--- src/rtl/alu_pipe_if.sv ---
// Execute-stage ALU bus: operand/opcode/tag issue side plus registered result side.
// Carries ovf_out only when ALU_PIPE_OVF_EN is defined.
interface alu_pipe_if #(
    parameter int unsigned W     = 16,
    parameter int unsigned TAG_W = 4
);
    logic                 valid_in;
    logic [3:0]           funct;
    logic [W-1:0]         in0;
    logic [W-1:0]         in1;
    logic [W-1:0]         in2;
    logic                 carryin;
    logic [TAG_W-1:0]     tag_in;
    logic                 hold;

    logic                 valid_out;
    logic [W-1:0]         out;
    logic [2*W-1:0]       mul_out;
    logic                 carryout;
    logic                 err_out;
    logic [TAG_W-1:0]     tag_out;
`ifdef ALU_PIPE_OVF_EN
    logic                 ovf_out;
`endif

    modport master (
        output valid_in, funct, in0, in1, in2, carryin, tag_in, hold,
        input  valid_out, out, mul_out, carryout, err_out, tag_out
`ifdef ALU_PIPE_OVF_EN
        , input ovf_out
`endif
    );

    modport slave (
        input  valid_in, funct, in0, in1, in2, carryin, tag_in, hold,
        output valid_out, out, mul_out, carryout, err_out, tag_out
`ifdef ALU_PIPE_OVF_EN
        , output ovf_out
`endif
    );
endinterface

--- src/rtl/alu_pipe.sv ---
// Parametrised fully pipelined integer ALU with uniform latency, tag passthrough and hold.
// Optional signed-overflow flag (ovf_out) enabled by defining ALU_PIPE_OVF_EN.
module alu_pipe #(
    parameter int unsigned W       = 16,
    parameter int unsigned LATENCY = 3,
    parameter int unsigned TAG_W   = 4
) (
    input  logic     clock,
    input  logic     reset_n,
    alu_pipe_if.slave bus
);
    localparam int unsigned LAST = LATENCY - 1;
    localparam int unsigned W2   = 2 * W;

    typedef enum logic [3:0] {
        F_AND  = 4'd0, F_OR   = 4'd1, F_XOR  = 4'd2, F_ADD  = 4'd3, F_ADDC = 4'd4,
        F_SUB  = 4'd5, F_MUL  = 4'd6, F_SEQ  = 4'd7, F_SLTU = 4'd8, F_SLTS = 4'd9
    } funct_e;

    if (LATENCY < 2) begin : g_bad_latency
        $error("alu_pipe: LATENCY must be >= 2");
    end
    if (W < 2) begin : g_bad_width
        $error("alu_pipe: W must be >= 2");
    end

    logic [W:0]   sum_c;
    logic [W:0]   diff_c;
    logic [W-1:0] res_c;
    logic         carry_c;
    logic         err_c;
    logic         mul_c;
    logic [W2-1:0] prod_c;

    // Stage-1 compute for every op except the multiply
    always_comb begin
        sum_c   = {1'b0, bus.in0} + {1'b0, bus.in1}
                + (W+1)'(bus.carryin && (bus.funct == F_ADDC));
        diff_c  = {1'b0, bus.in0} + {1'b0, ~bus.in1} + (W+1)'(1);
        res_c   = '0;
        carry_c = 1'b0;
        err_c   = 1'b0;
        mul_c   = 1'b0;
        case (funct_e'(bus.funct))
            F_AND:  res_c = bus.in0 & bus.in1;
            F_OR:   res_c = bus.in0 | bus.in1;
            F_XOR:  res_c = bus.in0 ^ bus.in1;
            F_ADD,
            F_ADDC: begin
                res_c   = sum_c[W-1:0];
                carry_c = sum_c[W];
            end
            F_SUB: begin
                res_c   = diff_c[W-1:0];
                carry_c = diff_c[W];
            end
            F_MUL:  mul_c = 1'b1;
            F_SEQ:  res_c = W'(bus.in0 == bus.in1);
            F_SLTU: res_c = W'(bus.in0 < bus.in1);
            F_SLTS: res_c = W'($signed(bus.in0) < $signed(bus.in1));
            default: err_c = 1'b1;
        endcase
    end

`ifdef ALU_PIPE_OVF_EN
    logic ovf_c;
    always_comb begin
        ovf_c = 1'b0;
        case (bus.funct)
            F_ADD, F_ADDC: ovf_c = (bus.in0[W-1] == bus.in1[W-1]) && (sum_c[W-1] != bus.in0[W-1]);
            F_SUB:         ovf_c = (bus.in0[W-1] != bus.in1[W-1]) && (diff_c[W-1] != bus.in0[W-1]);
            default:       ovf_c = 1'b0;
        endcase
    end
    logic ovf_q [LATENCY];
`endif

    logic             vld_q   [LATENCY];
    logic [W-1:0]     res_q   [LATENCY];
    logic             carry_q [LATENCY];
    logic             err_q   [LATENCY];
    logic [TAG_W-1:0] tag_q   [LATENCY];
    logic [W2-1:0]    prod_q  [1:LAST];
    logic             mul_q;
    logic [W-1:0]     ma_q;
    logic [W-1:0]     mb_q;

    // Multiply is deferred to stage 2 so its operands come straight from a register
    assign prod_c = W2'(ma_q) * W2'(mb_q);

    always_ff @(posedge clock or negedge reset_n) begin
        if (!reset_n) begin
            for (int i = 0; i < LATENCY; i++) begin
                vld_q[i]   <= 1'b0;
                res_q[i]   <= '0;
                carry_q[i] <= 1'b0;
                err_q[i]   <= 1'b0;
                tag_q[i]   <= '0;
`ifdef ALU_PIPE_OVF_EN
                ovf_q[i]   <= 1'b0;
`endif
            end
            for (int i = 1; i < LATENCY; i++) prod_q[i] <= '0;
            mul_q         <= 1'b0;
            ma_q          <= '0;
            mb_q          <= '0;
            bus.valid_out <= 1'b0;
            bus.out       <= '0;
            bus.mul_out   <= '0;
            bus.carryout  <= 1'b0;
            bus.err_out   <= 1'b0;
            bus.tag_out   <= '0;
`ifdef ALU_PIPE_OVF_EN
            bus.ovf_out   <= 1'b0;
`endif
        end else if (!bus.hold) begin
            vld_q[0]   <= bus.valid_in;
            res_q[0]   <= res_c;
            carry_q[0] <= carry_c;
            err_q[0]   <= err_c;
            tag_q[0]   <= bus.tag_in;
            mul_q      <= bus.valid_in && mul_c;
            ma_q       <= bus.in1;
            mb_q       <= bus.in2;
`ifdef ALU_PIPE_OVF_EN
            ovf_q[0]   <= ovf_c;
            ovf_q[1]   <= ovf_q[0];
`endif

            vld_q[1]   <= vld_q[0];
            res_q[1]   <= mul_q ? prod_c[W-1:0] : res_q[0];
            prod_q[1]  <= mul_q ? prod_c : '0;
            carry_q[1] <= carry_q[0];
            err_q[1]   <= err_q[0];
            tag_q[1]   <= tag_q[0];

            for (int i = 2; i < LATENCY; i++) begin
                vld_q[i]   <= vld_q[i-1];
                res_q[i]   <= res_q[i-1];
                prod_q[i]  <= prod_q[i-1];
                carry_q[i] <= carry_q[i-1];
                err_q[i]   <= err_q[i-1];
                tag_q[i]   <= tag_q[i-1];
`ifdef ALU_PIPE_OVF_EN
                ovf_q[i]   <= ovf_q[i-1];
`endif
            end

            // Bubbles retire as all-zero outputs
            bus.valid_out <= vld_q[LAST];
            bus.out       <= vld_q[LAST] ? res_q[LAST]  : '0;
            bus.mul_out   <= vld_q[LAST] ? prod_q[LAST] : '0;
            bus.carryout  <= vld_q[LAST] && carry_q[LAST];
            bus.err_out   <= vld_q[LAST] && err_q[LAST];
            bus.tag_out   <= vld_q[LAST] ? tag_q[LAST]  : '0;
`ifdef ALU_PIPE_OVF_EN
            bus.ovf_out   <= vld_q[LAST] && ovf_q[LAST];
`endif
        end
    end
endmodule

--- src/flat_wrapper.sv ---
// flat-port wrapper written by rule: the top's interface ports become plain ports
module alu_pipe_flat 
#(
    parameter int unsigned W       = 16,
    parameter int unsigned LATENCY = 3,
    parameter int unsigned TAG_W   = 4
)
  (clock, reset_n, bus_valid_in, bus_funct, bus_in0, bus_in1, bus_in2, bus_carryin, bus_tag_in, bus_hold, bus_valid_out, bus_out, bus_mul_out, bus_carryout, bus_err_out, bus_tag_out);
  alu_pipe_if #(.W(W), .TAG_W(TAG_W)) bus_i ();
  input  logic clock;
  input  logic reset_n;
  input wire logic [$bits(bus_i.valid_in)-1:0] bus_valid_in;
  input wire logic [$bits(bus_i.funct)-1:0] bus_funct;
  input wire logic [$bits(bus_i.in0)-1:0] bus_in0;
  input wire logic [$bits(bus_i.in1)-1:0] bus_in1;
  input wire logic [$bits(bus_i.in2)-1:0] bus_in2;
  input wire logic [$bits(bus_i.carryin)-1:0] bus_carryin;
  input wire logic [$bits(bus_i.tag_in)-1:0] bus_tag_in;
  input wire logic [$bits(bus_i.hold)-1:0] bus_hold;
  output wire logic [$bits(bus_i.valid_out)-1:0] bus_valid_out;
  output wire logic [$bits(bus_i.out)-1:0] bus_out;
  output wire logic [$bits(bus_i.mul_out)-1:0] bus_mul_out;
  output wire logic [$bits(bus_i.carryout)-1:0] bus_carryout;
  output wire logic [$bits(bus_i.err_out)-1:0] bus_err_out;
  output wire logic [$bits(bus_i.tag_out)-1:0] bus_tag_out;
  assign bus_i.valid_in = bus_valid_in;
  assign bus_i.funct = bus_funct;
  assign bus_i.in0 = bus_in0;
  assign bus_i.in1 = bus_in1;
  assign bus_i.in2 = bus_in2;
  assign bus_i.carryin = bus_carryin;
  assign bus_i.tag_in = bus_tag_in;
  assign bus_i.hold = bus_hold;
  assign bus_valid_out = bus_i.valid_out;
  assign bus_out = bus_i.out;
  assign bus_mul_out = bus_i.mul_out;
  assign bus_carryout = bus_i.carryout;
  assign bus_err_out = bus_i.err_out;
  assign bus_tag_out = bus_i.tag_out;
  alu_pipe #(.W(W), .LATENCY(LATENCY), .TAG_W(TAG_W)) u_core (.clock(clock), .reset_n(reset_n), .bus(bus_i));
endmodule
--- config.mk ---
export PLATFORM = sky130hd
export DESIGN_NAME = alu_pipe_flat
export DESIGN_NICKNAME = d
export VERILOG_FILES = /design/src/rtl/alu_pipe_if.sv /design/src/rtl/alu_pipe.sv /design/src/flat_wrapper.sv
export SDC_FILE = /design/constraint.sdc
export NUM_CORES = 1
export LEC_CHECK = 0
export BUFFER_PORTS_ARGS = -buffer_cell sky130_fd_sc_hd__buf_2
export CAP_MARGIN = 20
export CORE_UTILIZATION = 48
export DETAILED_ROUTE_END_ITERATION = 8
export PLACE_DENSITY_LB_ADDON = 0.25
export SLEW_MARGIN = 20
export SYNTH_ARGS = -nofsm -noshare
export SYNTH_HDL_FRONTEND = slang
export SYNTH_SLANG_ARGS = --single-unit
--- constraint.sdc ---
create_clock -name clock -period 6.77 [get_ports clock]
set_input_delay 0.677 -clock clock [delete_from_list [all_inputs] [get_ports clock]]
set_output_delay 0.677 -clock clock [all_outputs]
set_load 0.03 [all_outputs]
==> results.ini <==
[timing]
period_share_pct = 93.19
fmax_mhz = 158.5
tns_ps = 0
tightest_slew_ps = 1052
finalHoldViolations = 0
rsz0062_at_grt = false
setup_slack_ps = 460.7
fin_worst_skew_ps = 12.92
drv_slew = 0
finalSetupViolCount = 0
slew_headroom_pct = 29.49
layout_min_cycle_time_ps = 6309
holdWs_ps = 94.83

[cells_and_area]
drive_gt1_share_pct = 12.84
final_cell_area_mm2 = 0.02122
final_core_util_pct = 53.16
syn_to_final_growth_pct = 8.879
layout.nets = 2536

[clocking]
clock-sinks = 221
cts.repair.resized = 0
hold_buffers = 0
clockRootBuffer = clkbuf_16
numCtsBuffers = 24
cts_max_path_buffers = 3
clkTransAtPathRegs_ps = 60
tritoncts = done
h-tree-depth = 1
clk_latency_ps = 540
postCtsSetupRepairBufs = 0

[setup_path]
r2r_slack_ps = 460
critical_path.max_stage_delay_ps = 820
critical_path_class = reg2reg
critical-path-slowest-cell = dfrtp_1
end_kind = flop
required_ps = 7190
crit_buf_inv = 3
r2r_start = u_core.mb_q[12]$_DFFE_PN0N_
path_max_fanout = 17
crit_path_frequent_cell = fa_1
critical-path-top-delay-family = adder cells
crit_chain = nand2_1 > fa_1 > inv_1 > fa_1 > fa_1 > fa_1 > fa_1 > inv_1 > fa_1 > inv_1 > ha_1 > nand2_1 > o21ai_0 > o21ai_1 > a211o_1 > and3b_1 > o41ai_2
ff2ff_path_depth = 17
crit_end = u_core.prod_q[62]$_DFFE_PN0N_
r2r-end = u_core.prod_q[62]$_DFFE_PN0N_
crit_cells = 17
crit_path_start_kind = flop
startpoint = u_core.mb_q[12]$_DFFE_PN0N_
cp.arrival_ps = 6730

[power]
seq_power_share_pct = 15.2
pwr-share-clk_pct = 11.6
p_int_uw = 5561
p_leak_uw = 0.01053
combPwrFrac_pct = 73.1
powerDensity_mw_per_mm2 = 530.9
p_sw_uw = 5705
switching_share_pct = 50.64
vdd_drop_max_mv = 0.8478

[global_routing]
grt_overflow_total = 0
grt_max_degree = 125
antenna_found_initial = 1
grt_pass1_vias = 14909
grt_pass1_wl_um = 78850
grt_use_total_pct = 23.82

[place]
post-place-ws_ps = 510.2
detailed_place_hpwl_um = 36730
postPlaceCellArea_mm2 = 0.02041
gp_congestion = 0.9165
io_buffers = 115

[logic_synthesis]
avgSynthCellArea_um2 = 9.365
synthXorXnorAreaFrac_pct = 1.348
synth_compound_area_share_pct = 12.80
synth_cell_types = 76
synthSimpleGateAreaFrac_pct = 14.41
synth_nets = 2491
netlist_area_mm2 = 0.01949
async_flop_share_pct = 100.0
syn_inst = 2081
ys_seq_area_share_pct = 28.38
synth_edf_count = 0
synth_mux_area_share_pct = 5.528
yosys_warnings = 0
synthAdderAreaFrac_pct = 29.99
ys_seq_elements = 221
synth_top_family_by_area = adder cells
synth_ff_type = dfrtp_1

[min_path]
min_path_type = in2async

[detailed_routing]
post_drt_wl_per_cell_um = 17.83
drcViolationCount = 0
dr.pass1.iters = 7
vias = 14434
vias_per_cell = 5.410
ant_nets = 0
drt-total-wl_um = 47560
drt_iter0_markers = 791

[outcome]
status = finished clean

[floorplan]
row_count = 73
io_pins = 116
dieArea_mm2 = 0.04141
die_height_um = 203.5
core-area_mm2 = 0.03991
start_util_pct = 48.83
die_w_um = 203.5

[job]
max_cap_viol_count = 0

-- cell type report --
type | instances | area (µm²)
antenna | 1 | 2.502
fill | 3738 | 18700
multi-input combinational | 1477 | 12500
tap | 525 | 656.9
timing repair buffer | 131 | 719.4
inverter | 271 | 1017
sequential | 221 | 5532
clock buffer | 33 | 684.4
clock inverter | 9 | 110.1
-- metrics by stage --
stage | power, µW | cells
global placement | 9815 | 2625
floorplan | 7884 | 2081
CTS | 11290 | 2667
detailed placement | 9912 | 2625
global route | 12460 | 2668
finish | 11270 | 2668
-- cell usage after synthesis, types with 5 or more instances --
cell	count	area share [%]
a211oi_1	12	0.46
nand2b_1	13	0.42
o22ai_1	10	0.32
o21a_1	13	0.50
fa_1	197	20
a21boi_0	8	0.31
nor4_1	5	0.16
nand2_1	355	6.8
o221ai_1	5	0.22
nor2b_1	7	0.22
nor3_1	11	0.28
o21bai_1	12	0.46
mux2_2	85	4.9
ha_1	152	9.8
o211ai_1	9	0.35
inv_1	271	5.2
xnor2_1	19	0.85
and2_1	114	3.7
a21o_1	21	0.81
nor2_1	47	0.91
or3_1	10	0.32
o311a_1	5	0.26
o31ai_1	8	0.31
a22oi_1	8	0.31
a21oi_1	79	2.0
nand4_1	7	0.22
a31oi_1	5	0.16
o21ai_0	142	3.6
xor2_1	11	0.49
a22o_1	8	0.36
clkbuf_1	102	2.0
and3_1	8	0.26
nand3_1	18	0.46
a221o_1	5	0.26
dfrtp_1	221	28
mux2i_1	12	0.62
-- flip-flops by register name, summed over array words and instances, names as in the netlist, 3 cells and up --
signal	flops
u_core.bus.mul_out	32
u_core.bus.out	16
u_core.bus.tag_out	4
u_core.carry_q	3
u_core.err_q	3
u_core.ma_q	16
u_core.mb_q	16
u_core.prod_q	64
u_core.res_q	48
u_core.tag_q	12
u_core.vld_q	3
-- layout by cell type, fill, tap and decap left out, drive strengths merged, types with 8 or more instances in the layout --
master	instances
nand2b	13
a22oi	8
nand2	355
o22ai	10
and2	114
o211ai	9
or3	10
mux2i	12
ha	152
fa	197
xor2	11
mux2	85
inv	272
a21boi	9
a211oi	13
a22o	8
nor2	47
o21a	13
clkbuf	33
o21ai	144
and3	9
nand3	18
dfrtp	221
o31ai	9
buf	131
o21bai	12
a21oi	79
a21o	22
nor3	12
xnor2	19
-- power by group through the flow --
| stage | Sequential (µW) | Clock [µW] | Combinational, µW |
|---|---|---|---|
| 5_1_grt | 1750 | 1390 | 9320 |
| 4_1_cts | 1720 | 1340 | 8230 |
| 3_5_place_dp | 1740 | 0 | 8170 |
| 6_report | 1720 | 1310 | 8240 |
| 3_3_place_gp | 1730 | 0 | 8090 |
| 2_1_floorplan | 1690 | 0 | 6190 |
-- worst min path at each step --
stage / end / slack [ps] / startpoint / depth (start not counted)
final: u_core.bus.err_out$_DFFE_PN0N_ / 90 / reset_n / 1
after global placement: u_core.bus.mul_out[11]$_DFFE_PN0N_ / 460 / u_core.bus.mul_out[11]$_DFFE_PN0N_ / 2
after global routing: u_core.bus.out[4]$_DFFE_PN0N_ / 140 / reset_n / 1
after floorplan: u_core.bus.carryout$_DFFE_PN0N_ / 380 / reset_n / 0
after detailed placement: u_core.bus.mul_out[11]$_DFFE_PN0N_ / 470 / u_core.bus.mul_out[11]$_DFFE_PN0N_ / 2
after CTS: u_core.bus.tag_out[3]$_DFFE_PN0N_ / 110 / reset_n / 1
-- cells by family (layout without fill, tap and decap cells) --
family,Yosys count,after routing
compound gates,390,390
xor+xnor,30,30
fa+ha+maj,349,349
buf+inv,383,444
flops,221,221
mux,97,97
other cells,0,1
simple gates,611,611
-- routing by layer --
layer	up-vias	track usage, %	share of wire [%]
met1	7092	34.37	48
met4	0	5.263	2.1
met5	-	0	0
li1	6886	-	-
met3	71	4.522	6.2
met2	385	37.18	44
Note: power is estimated with default switching activity, not from simulation.
